[src/rtl/cordic_angle_prep_if.sv]
// Handshake bundle between the angle source, the angle pre-processor and the CORDIC side.
// The master drives the request and the result acceptance; the slave answers.
interface cordic_angle_prep_if;
  logic               in_valid;
  logic               in_ready;
  logic signed [15:0] deg_in;
  logic               out_valid;
  logic               out_ready;
  logic [31:0]        angle_out;
  logic               flip;
  logic [1:0]         quadrant;

  modport master (
    output in_valid, deg_in, out_ready,
    input  in_ready, out_valid, angle_out, flip, quadrant
  );

  modport slave (
    input  in_valid, deg_in, out_ready,
    output in_ready, out_valid, angle_out, flip, quadrant
  );
endinterface

[src/rtl/cordic_angle_prep.sv]
// Reduces an integer degree angle modulo 360, folds it into [-90, 90] and scales it
// to a Q2.30 radian word; flip tells downstream to negate the CORDIC cos/sin pair.
module cordic_angle_prep (
  input  logic               clk,
  input  logic               reset,
  cordic_angle_prep_if.slave bus
);
  localparam logic [31:0] K = 32'h011DF46A;

  typedef enum logic [2:0] {IDLE, REDUCE, FOLD, SCALE, DONE} stateT;

  stateT              stateReg;
  logic signed [16:0] rReg;
  logic [6:0]         aMagReg;
  logic               aNegReg;
  logic [2:0]         bitCntReg;
  logic [31:0]        accReg;
  logic [31:0]        angleReg;
  logic               flipReg;
  logic [1:0]         quadReg;
  logic               inReadyReg;
  logic               outValidReg;

  logic [8:0]         rMod;
  logic signed [9:0]  rSigned;
  logic signed [9:0]  foldA;
  logic signed [9:0]  foldNeg;
  logic               foldFlip;
  logic [1:0]         foldQuad;
  logic [6:0]         foldMag;
  logic [31:0]        partial;
  logic [31:0]        accSum;

  // Fold decision; rReg is already in 0..359 whenever the state is FOLD.
  always_comb begin
    rMod     = rReg[8:0];
    rSigned  = signed'({1'b0, rMod});
    foldA    = rSigned;
    foldFlip = 1'b0;
    if (rMod > 9'd90 && rMod < 9'd270) begin
      foldA    = rSigned - 10'sd180;
      foldFlip = 1'b1;
    end else if (rMod >= 9'd270) begin
      foldA = rSigned - 10'sd360;
    end
    foldNeg = -foldA;
    foldMag = foldA[9] ? foldNeg[6:0] : foldA[6:0];

    if (rMod >= 9'd270)      foldQuad = 2'd3;
    else if (rMod >= 9'd180) foldQuad = 2'd2;
    else if (rMod >= 9'd90)  foldQuad = 2'd1;
    else                     foldQuad = 2'd0;
  end

  // One multiplier bit per cycle, LSB first; 90*K stays below 2^31.
  always_comb begin
    partial = aMagReg[bitCntReg] ? (K << bitCntReg) : 32'd0;
    accSum  = accReg + partial;
  end

  always_ff @(posedge clk or posedge reset) begin
    if (reset) begin
      stateReg    <= IDLE;
      rReg        <= '0;
      aMagReg     <= '0;
      aNegReg     <= 1'b0;
      bitCntReg   <= '0;
      accReg      <= '0;
      angleReg    <= '0;
      flipReg     <= 1'b0;
      quadReg     <= '0;
      inReadyReg  <= 1'b1;
      outValidReg <= 1'b0;
    end else begin
      case (stateReg)
        IDLE: begin
          if (bus.in_valid && inReadyReg) begin
            rReg       <= {bus.deg_in[15], bus.deg_in};
            accReg     <= '0;
            bitCntReg  <= '0;
            inReadyReg <= 1'b0;
            stateReg   <= REDUCE;
          end
        end
        REDUCE: begin
          if (rReg >= 17'sd360)
            rReg <= rReg - 17'sd360;
          else if (rReg < 17'sd0)
            rReg <= rReg + 17'sd360;
          else
            stateReg <= FOLD;
        end
        FOLD: begin
          quadReg  <= foldQuad;
          flipReg  <= foldFlip;
          aNegReg  <= foldA[9];
          aMagReg  <= foldMag;
          stateReg <= SCALE;
        end
        SCALE: begin
          accReg    <= accSum;
          bitCntReg <= bitCntReg + 3'd1;
          if (bitCntReg == 3'd6) begin
            angleReg    <= aNegReg ? (~accSum + 32'd1) : accSum;
            outValidReg <= 1'b1;
            stateReg    <= DONE;
          end
        end
        DONE: begin
          if (bus.out_ready) begin
            outValidReg <= 1'b0;
            inReadyReg  <= 1'b1;
            stateReg    <= IDLE;
          end
        end
        default: stateReg <= IDLE;
      endcase
    end
  end

  assign bus.in_ready  = inReadyReg;
  assign bus.out_valid = outValidReg;
  assign bus.angle_out = angleReg;
  assign bus.flip      = flipReg;
  assign bus.quadrant  = quadReg;
endmodule
[src/flat_wrapper.sv]
// flat-port wrapper written by rule: the top's interface ports become plain ports
module cordic_angle_prep_flat 
  (clk, reset, bus_in_valid, bus_deg_in, bus_out_ready, bus_in_ready, bus_out_valid, bus_angle_out, bus_flip, bus_quadrant);
  cordic_angle_prep_if bus_i ();
  input  logic clk;
  input  logic reset;
  input wire logic [$bits(bus_i.in_valid)-1:0] bus_in_valid;
  input wire logic [$bits(bus_i.deg_in)-1:0] bus_deg_in;
  input wire logic [$bits(bus_i.out_ready)-1:0] bus_out_ready;
  output wire logic [$bits(bus_i.in_ready)-1:0] bus_in_ready;
  output wire logic [$bits(bus_i.out_valid)-1:0] bus_out_valid;
  output wire logic [$bits(bus_i.angle_out)-1:0] bus_angle_out;
  output wire logic [$bits(bus_i.flip)-1:0] bus_flip;
  output wire logic [$bits(bus_i.quadrant)-1:0] bus_quadrant;
  assign bus_i.in_valid = bus_in_valid;
  assign bus_i.deg_in = bus_deg_in;
  assign bus_i.out_ready = bus_out_ready;
  assign bus_in_ready = bus_i.in_ready;
  assign bus_out_valid = bus_i.out_valid;
  assign bus_angle_out = bus_i.angle_out;
  assign bus_flip = bus_i.flip;
  assign bus_quadrant = bus_i.quadrant;
  cordic_angle_prep u_core (.clk(clk), .reset(reset), .bus(bus_i));
endmodule
[config.mk]
export PLATFORM = sky130hd
export DESIGN_NAME = cordic_angle_prep_flat
export DESIGN_NICKNAME = d
export VERILOG_FILES = /design/src/rtl/cordic_angle_prep_if.sv /design/src/rtl/cordic_angle_prep.sv /design/src/flat_wrapper.sv
export SDC_FILE = /design/constraint.sdc
export NUM_CORES = 1
export LEC_CHECK = 0
export ABC_CLOCK_PERIOD_IN_PS = 4500
export BUFFER_PORTS_ARGS = -buffer_cell sky130_fd_sc_hd__buf_2
export CELL_PAD_IN_SITES_DETAIL_PLACEMENT = 0
export CELL_PAD_IN_SITES_GLOBAL_PLACEMENT = 1
export CORE_MARGIN = 2
export CORE_UTILIZATION = 42
export CTS_CLUSTER_SIZE = 40
export DETAILED_ROUTE_END_ITERATION = 6
export GPL_ROUTABILITY_DRIVEN = 0
export MAX_ROUTING_LAYER = met4
export PLACE_DENSITY_LB_ADDON = 0.1
export SLEW_MARGIN = 5
export SYNTH_ARGS = -nofsm -noshare
export SYNTH_HDL_FRONTEND = slang
export SYNTH_SLANG_ARGS = --single-unit
[constraint.sdc]
create_clock -name clk -period 4.5 [get_ports clk]
set_input_delay 0.45 -clock clk [delete_from_list [all_inputs] [get_ports clk]]
set_output_delay 0.45 -clock clk [all_outputs]
set_load 0.01 [all_outputs]
Yosys cells after proc, flatten, opt, wreduce, memory -nomap -nowiden
Index checks and enable logic that the tools add are counted.

word-level totals
  register bits = 100
  input bits = 20
  logic and storage cells = 84

cells by class
  $add $sub $neg = 8
  order comparisons = 8
  equal/unequal tests = 11
  shifts and indexed selects = 1
  muxes and demuxes = 31
  bitwise operators = 1
  reduce and logical (&&, ||, !) cells = 13

operator list
  cell                                                                                    count
  32-bit two-way mux                                                                      3
  32-bit case mux with 2 select lines                                                     1
  17-bit two-way mux                                                                      3
  17-bit case mux with 2 select lines                                                     1
  32-bit by 1-bit adder with 32-bit output (second input constant)                        1
  32-bit adder                                                                            1
  32-bit inverter                                                                         1
  25-bit by 3-bit left shift with 32-bit output (first input constant)                    1
  10-bit two-way mux                                                                      2
  3-bit two-way mux                                                                       6
  17-bit by 10-bit adder with 17-bit output (second input constant)                       1
  17-bit by 10-bit greater-or-equal comparator with 1-bit output (second input constant)  1
  17-bit by 1-bit less-than comparator with 1-bit output (second input constant)          1
  17-bit by 10-bit subtractor with 17-bit output (second input constant)                  1
  3-bit case mux with 5 select lines                                                      1
  9-bit by 8-bit subtractor with 10-bit output (second input constant)                    1
  9-bit by 9-bit subtractor with 10-bit output (second input constant)                    1
  9-bit by 7-bit greater-or-equal comparator with 1-bit output (second input constant)    1
  9-bit by 8-bit greater-or-equal comparator with 1-bit output (second input constant)    1
  9-bit greater-or-equal comparator (second input constant)                               1
  9-bit by 7-bit > comparator with 1-bit output (second input constant)                   1
  9-bit less-than comparator (second input constant)                                      1
  3-bit AND reduction                                                                     3
  2-bit nonzero test                                                                      4
  other kinds (19)                                                                        34

Longest topological paths before layout
Gate-level depths: netlist (run 1).

  word-level depth = 7
  gate-level depth with buffers = 19
  mapped depth without buffers = 17

Least setup slack after synthesis (run 1)
OpenSTA, ideal clock, no wires.

  path kind = register to register
  from = register u_core.bitCntReg[0]
  to = register u_core.angleReg[31] (netlist: u_core.bus.angle_out[31])
  library setup time = 0.127 ns
  arrival time = 4.324 ns
  path slack = 0.049 ns
  stages on the path, launching flop included = 20
  path buffers = 4
  period minus slack after synthesis = 4.451 ns
  cells stage by stage = dfrtp_1 clkbuf_1 clkbuf_1 inv_1 ha_1 and2_1 clkbuf_1 a211oi_1 ha_1 clkbuf_1 a21oi_1 o21ai_0 or2_2 o31a_1 or3_1 a22oi_1 nand4_2 nor4_1 mux2i_1 nand3_1

on the way
  word-level cells in the longest chain between the ends = 7
  elaborated cells between the ends (all ways) = 10
  classes of those cells = add/sub: 2; eq/ne: 1; shift: 1; mux: 4; bitwise: 1; reduce/logical: 1

ends and longest elaborated chain
  what                                       RTL line                  source
  from (decl)                                cordic_angle_prep.sv:16   logic [2:0] bitCntReg;
  from (signal assigned)                     cordic_angle_prep.sv:102  bitCntReg <= bitCntReg + 3'd1;
  1-bit binary-select mux with 3-bit select  cordic_angle_prep.sv:57   partial = aMagReg[bitCntReg] ? (K << bitCntReg) : 32'd0;
  1-bit two-way mux (implied by the code)    cordic_angle_prep.sv:57
  32-bit two-way mux                         cordic_angle_prep.sv:57
  32-bit adder                               cordic_angle_prep.sv:58   accSum = accReg + partial;
  32-bit inverter                            cordic_angle_prep.sv:104  angleReg <= aNegReg ? (~accSum + 32'd1) : accSum;
  32-bit by 1-bit adder with 32-bit output   cordic_angle_prep.sv:104
  32-bit two-way mux                         cordic_angle_prep.sv:104
  to (signal assigned)                       cordic_angle_prep.sv:104
  to (decl)                                  cordic_angle_prep.sv:18   logic [31:0] angleReg;

Several ways; a longest one is shown, not always the timed one. The select of a mux whose other input is x is not followed.
A chain may end at the register's enable or synchronous reset.

Worst setup path after layout (run 1)
  from = register u_core.bitCntReg[0]
  to = register u_core.angleReg[29] (netlist: u_core.bus.angle_out[29])

The elaborated chain is that of the path after synthesis.

==> results.json, run 1 <==
{
  "violations": "setup timing",
  "cts.reportedPaths.clkPinSlew_ns": 0.07,
  "crit_type": "flop to flop",
  "drt-wirelength-per-cell_um": 17.2,
  "grt.total_usage": 0.233,
  "critPathTopFamily": "compound AO/OA/AOI/OAI gates",
  "dieArea_um2": 19500,
  "whs_ns": 0.290,
  "cts_hold_buffers": 0,
  "yosysWarnings": 0,
  "setup_tns_ns": -0.0113,
  "finalCriticalPeriod_ns": 4.51,
  "end_kind": "flop",
  "relSlewSlack": 0.306,
  "slowest_stage": "mux4_2",
  "synth_ff_type": "dfrtp_1",
  "rows": 49,
  "drc_errors": 0,
  "synthesis.nets": 1023,
  "grt_pass1_wl_um": 35600,
  "io_pins": 57,
  "fin_nets": 1111,
  "critPathMaxStageDelay_ns": 0.55,
  "skew_ns": 0.0142,
  "grt_overflow": 0,
  "crit_arrival_ns": 4.72,
  "crit_required_ns": 4.71,
  "firstDrtPassIters": 4,
  "use_met3": 0.0258,
  "cts_buffers": 9,
  "numPortBuffers": 55,
  "hp-class": "input pin to async pin",
  "drive_above_1_share": 0.217,
  "grt_busiest_layer": "met2",
  "place_inst": 1248,
  "vias": 7069,
  "worst_slack_ns": -0.0113,
  "yosysSeqAreaShare": 0.318,
  "drv_cap": 0,
  "path_buf_inv": 2,
  "synth_edf_count": 0,
  "antenna_found_initial": 0,
  "tightest_slew_ns": 1.04,
  "final_max_slew_viol_count": 0,
  "initial_core_util": 0.429,
  "use_met2": 0.365,
  "rsz0062_at_grt": "true",
  "startpoint_type": "flop",
  "syn_area_per_cell_um2": 8.09,
  "cts_tree": "done",
  "fin_crit_sh": 1.00,
  "syn-instance-count": 954,
  "drtIter0Drc": 478,
  "clock-sinks": 98,
  "clk_latency_ns": 0.36,
  "coreArea_um2": 18000,
  "hold_violations": 0,
  "via_per_inst": 5.54,
  "area_growth_pct": 19.8,
  "clk_path_buf_depth": 2,
  "path_cells": "mux2i_2, mux4_2, buf_12, a21oi_4, ha_4, a21o_4, a221oi_4, o211a_1, xor2_2, o221ai_2, nor4b_4, nand4_1, buf_4, o41ai_4, xnor2_1, o21ai_1",
  "place_ws_ns": -0.0137,
  "netlist-cell-type-count": 80,
  "synth_area_um2": 7710,
  "dpl.hpwl_um": 16500,
  "grtUsageMet1": 0.317,
  "synthArstFlopShare": 1.00,
  "crit_path_max_fanout": 7,
  "setup_viol_count_final": 1,
  "final_cells": 1276,
  "ys_seq_elements": 98,
  "timing.reg2reg.setup_slack_ns": -0.01,
  "clock.fmax_mhz": 222,
  "diodes": 0,
  "grt_pass1_vias": 6648,
  "antenna_left": 0,
  "grt_max_degree": 73,
  "die_w_um": 140,
  "status": "finished with violations",
  "die_h_um": 140,
  "cts_root_buf": "clkbuf_16",
  "htreeDepth": 3,
  "wl_um": 22000
}
## cells in the final DEF (no fill, tap or decap), types with 8 or more instances in the layout
master / instances
dfrtp_1: 96
nor3_1: 17
mux2i_1: 10
buf_2: 55
nand4_1: 11
xnor2_1: 32
a21oi_1: 43
a31oi_1: 14
xor2_1: 25
o22ai_1: 24
and2_1: 9
nand2_1: 162
and3_1: 8
a211oi_1: 9
buf_4: 76
nor2_1: 69
o21ai_0: 86
o31ai_1: 13
a21o_1: 9
a21oi_2: 9
or2_2: 8
o21a_1: 8
clkbuf_16: 10
o21ai_1: 9
ha_1: 43
inv_1: 22
nand3_1: 24
a221o_1: 11
nand2b_1: 8
## synthesized netlist by cell type (all sizes together), types with 24 or more instances
cell / instances / area [um^2]
a21oi: 53 / 273
xor2: 30 / 278
o22ai: 24 / 150
o21ai: 99 / 495
clkbuf: 49 / 184
ha: 48 / 601
xnor2: 32 / 280
nand2: 163 / 612
nor2: 71 / 267
dfrtp: 97 / 2430
inv: 24 / 90.1
nand3: 24 / 120
## sequential cells by signal, summed over array words and instances (netlist names)
name,cells
u_core.bus.quadrant,2
u_core.bitCntReg,3
u_core.aMagReg,7
u_core.accReg,31
u_core.bus.out_valid,1
u_core.aNegReg,1
u_core.stateReg,3
u_core.rReg,17
u_core.bus.flip,1
u_core.bus.angle_out,31
u_core.bus.in_ready,1
## cell type report
type,count,area [um^2]
well taps,229,287
fillers,1778,8720
flip-flops and latches,98,2450
multi-input cells,774,5220
clock buffers,10,229
inverters,24,92.6
clock inverters,6,41.3
repair buffers,135,913
## final timing paths
| path | from | to | cells after the start |
|---|---|---|---|
| setup / recovery | u_core.bitCntReg[0]$_DFFE_PP0P_ | u_core.bus.angle_out[29]$_DFFE_PP0P_ | 16 |
| hold / removal | reset | u_core.bus.flip$_DFFE_PP0P_ | 2 |
| setup reg to reg | u_core.bitCntReg[0]$_DFFE_PP0P_ | u_core.bus.angle_out[29]$_DFFE_PP0P_ | 16 |
| hold reg to reg | u_core.bus.angle_out[12]$_DFFE_PP0P_ | u_core.bus.angle_out[12]$_DFFE_PP0P_ | 2 |
| max in group asynchronous | reset | u_core.accReg[23]$_DFFE_PP0P_ | 3 |
| min in group clk | bus_deg_in[1] | u_core.rReg[1]$_DFFE_PP0P_ | 3 |
## cell families (layout without fill, tap and decap cells)
group                      count (synthesis)  count (layout)  share of synthesized area
adders and majority gates                 49              49                     0.0805
AOI/OAI and AO/OA                        295             295                      0.255
xor gates and xnor gates                  62              62                     0.0723
muxes                                     15              15                     0.0216
other                                      1               1                   0.000486
DFF                                       98              98                      0.318
buffers and inverters                     82             175                     0.0412
and+or+nand+nor                          352             352                      0.211
## stage by stage
step           area (um^2)   util
5_1_grt               9240  0.514
4_1_cts               8890  0.495
3_5_place_dp          8580  0.478
3_3_place_gp          8580  0.478
6_report              9240  0.514
2_1_floorplan         7710      -
## what timing repair did
item                                   CTS  global route
endpoints found under the hold margin    0             0
pin swaps                                3            19
setup endpoints to repair                6            13
gates cloned                             0             1
gates resized for setup                  4            50
setup buffers                            1            10
## routing by layer
layer / share of wire / up-vias
met5: 0 / -
met3: 0.036 / 25
met4: 0.018 / 0
li1: - / 3615
met1: 0.48 / 3286
met2: 0.47 / 143
Power of run 1 is left out: the tool's default activity adds up to more than one toggle a clock period on the data nets, which glitch-free logic cannot reach.
==> run 2, diff against run 1 <==
SKIP_CTS_REPAIR_TIMING = 1   (was not set)
==> run 2 against run 1 <==
The flow still finishes with violations (setup timing). Sequential share of layout area about the same. Worst setup slack gained 0.011 ns. Final cell count fell by 0.16%. Highest routed layer unchanged. Global-route usage about the same. Cell area decreased by 0.16%. Critical path depth unchanged.
==> results.json, run 2 (same netlist as run 1, synthesis figures left out) <==
{
  "drive_above_1_share": 0.213,
  "clk_latency_ns": 0.36,
  "relSlewSlack": 0.301,
  "area_growth_pct": 19.6,
  "clock.fmax_mhz": 222,
  "crit_required_ns": 4.71,
  "grt_pass1_wl_um": 35600,
  "fin_nets": 1109,
  "drc_errors": 0,
  "crit_type": "flop to flop",
  "clock-sinks": 98,
  "setup_tns_ns": -0.000560,
  "grt.total_usage": 0.234,
  "crit_arrival_ns": 4.71,
  "io_pins": 57,
  "crit_path_max_fanout": 7,
  "end_kind": "flop",
  "fillers": 1781,
  "cts.reportedPaths.clkPinSlew_ns": 0.07,
  "fin_crit_sh": 1.00,
  "initial_core_util": 0.429,
  "drtIter0Drc": 512,
  "grt_max_degree": 73,
  "whs_ns": 0.286,
  "numPortBuffers": 55,
  "status": "finished with violations",
  "final_max_slew_viol_count": 0,
  "startpoint_type": "flop",
  "mostFrequentLayoutCell": "nand2_1",
  "wl_um": 22100,
  "cts_root_buf": "clkbuf_16",
  "antenna_found_initial": 0,
  "hp-class": "input pin to async pin",
  "htreeDepth": 3,
  "finalCriticalPeriod_ns": 4.50,
  "cts_tree": "done",
  "cts_buffers": 9,
  "skew_ns": 0.0102,
  "worst_slack_ns": -0.000560,
  "vias": 7062,
  "grt_overflow": 0,
  "antenna_left": 0,
  "via_per_inst": 5.54,
  "die_w_um": 140,
  "coreArea_um2": 18000,
  "firstDrtPassIters": 4,
  "rsz0062_at_grt": "true",
  "dpl.hpwl_um": 16500,
  "final_cell_mix": "162 x nand2_1, 96 x dfrtp_1, 85 x o21ai_0",
  "diodes": 0,
  "rows": 49,
  "setup_viol_count_final": 1,
  "dieArea_um2": 19500,
  "violations": "setup timing",
  "hold_violations": 0,
  "fin_util": 0.514,
  "drv_cap": 0,
  "die_h_um": 140,
  "drt-wirelength-per-cell_um": 17.3,
  "tightest_slew_ns": 1.04,
  "clk_path_buf_depth": 2,
  "grt_pass1_vias": 6665
}
-- run 2: worst max-delay path, stage by stage, from the launching register on --
cell	delay, ns
dfrtp_2	0.47
mux2i_2	0.18
mux4_2	0.55
buf_12	0.17
a21oi_4	0.14
ha_4	0.23
a21o_4	0.22
a221oi_4	0.44
o2111a_2	0.34
nor2_2	0.06
xor2_2	0.16
nor4b_4	0.39
nand4_1	0.19
buf_4	0.19
o41ai_4	0.36
xnor2_1	0.17
o21ai_1	0.07
-- run 2: layout make-up --
cell class	instances	area (um^2)	share of cell area
Multi-Input combinational cell	774	5230	0.567
Sequential cell	98	2450	0.266
Timing Repair Buffer	133	895	0.0970
Tap cell	229	287	0.0311
Clock buffer	10	229	0.0248
Inverter	24	92.6	0.0100
Clock inverter	6	41.3	0.00448
-- run 2: final timing paths --
path	slack, ns	from	end	depth (start not counted)
max in group asynchronous	3.27	reset	u_core.accReg[23]$_DFFE_PP0P_	3
min in group clk	0.29	bus_deg_in[1]	u_core.rReg[1]$_DFFE_PP0P_	3
min reg2reg	0.47	u_core.bus.angle_out[12]$_DFFE_PP0P_	u_core.bus.angle_out[12]$_DFFE_PP0P_	2
min	0.29	reset	u_core.bus.flip$_DFFE_PP0P_	2
max reg2reg	-0.0006	u_core.bitCntReg[0]$_DFFE_PP0P_	u_core.bus.angle_out[29]$_DFFE_PP0P_	16
max	-0.0006	u_core.bitCntReg[0]$_DFFE_PP0P_	u_core.bus.angle_out[29]$_DFFE_PP0P_	16
-- run 2: metal layers --
metal  up-vias  share of wire  GRT usage
met5         -              0          -
li1       3611              -          -
met3        27          0.035     0.0268
met4         0          0.020     0.0771
met2       154           0.46      0.365
met1      3270           0.48      0.318
-- run 2: through the flow --
stage | std cells | worst slack (ns) | area, um^2
floorplan | 954 | 0.0495 | 7710
CTS | 1264 | -0.0386 | 8850
global placement | 1248 | 0.0775 | 8580
global route | 1274 | -0.202 | 9230
finish | 1274 | -0.000560 | 9230
detailed placement | 1248 | -0.0137 | 8580
Power of run 2 is left out for the same reason.
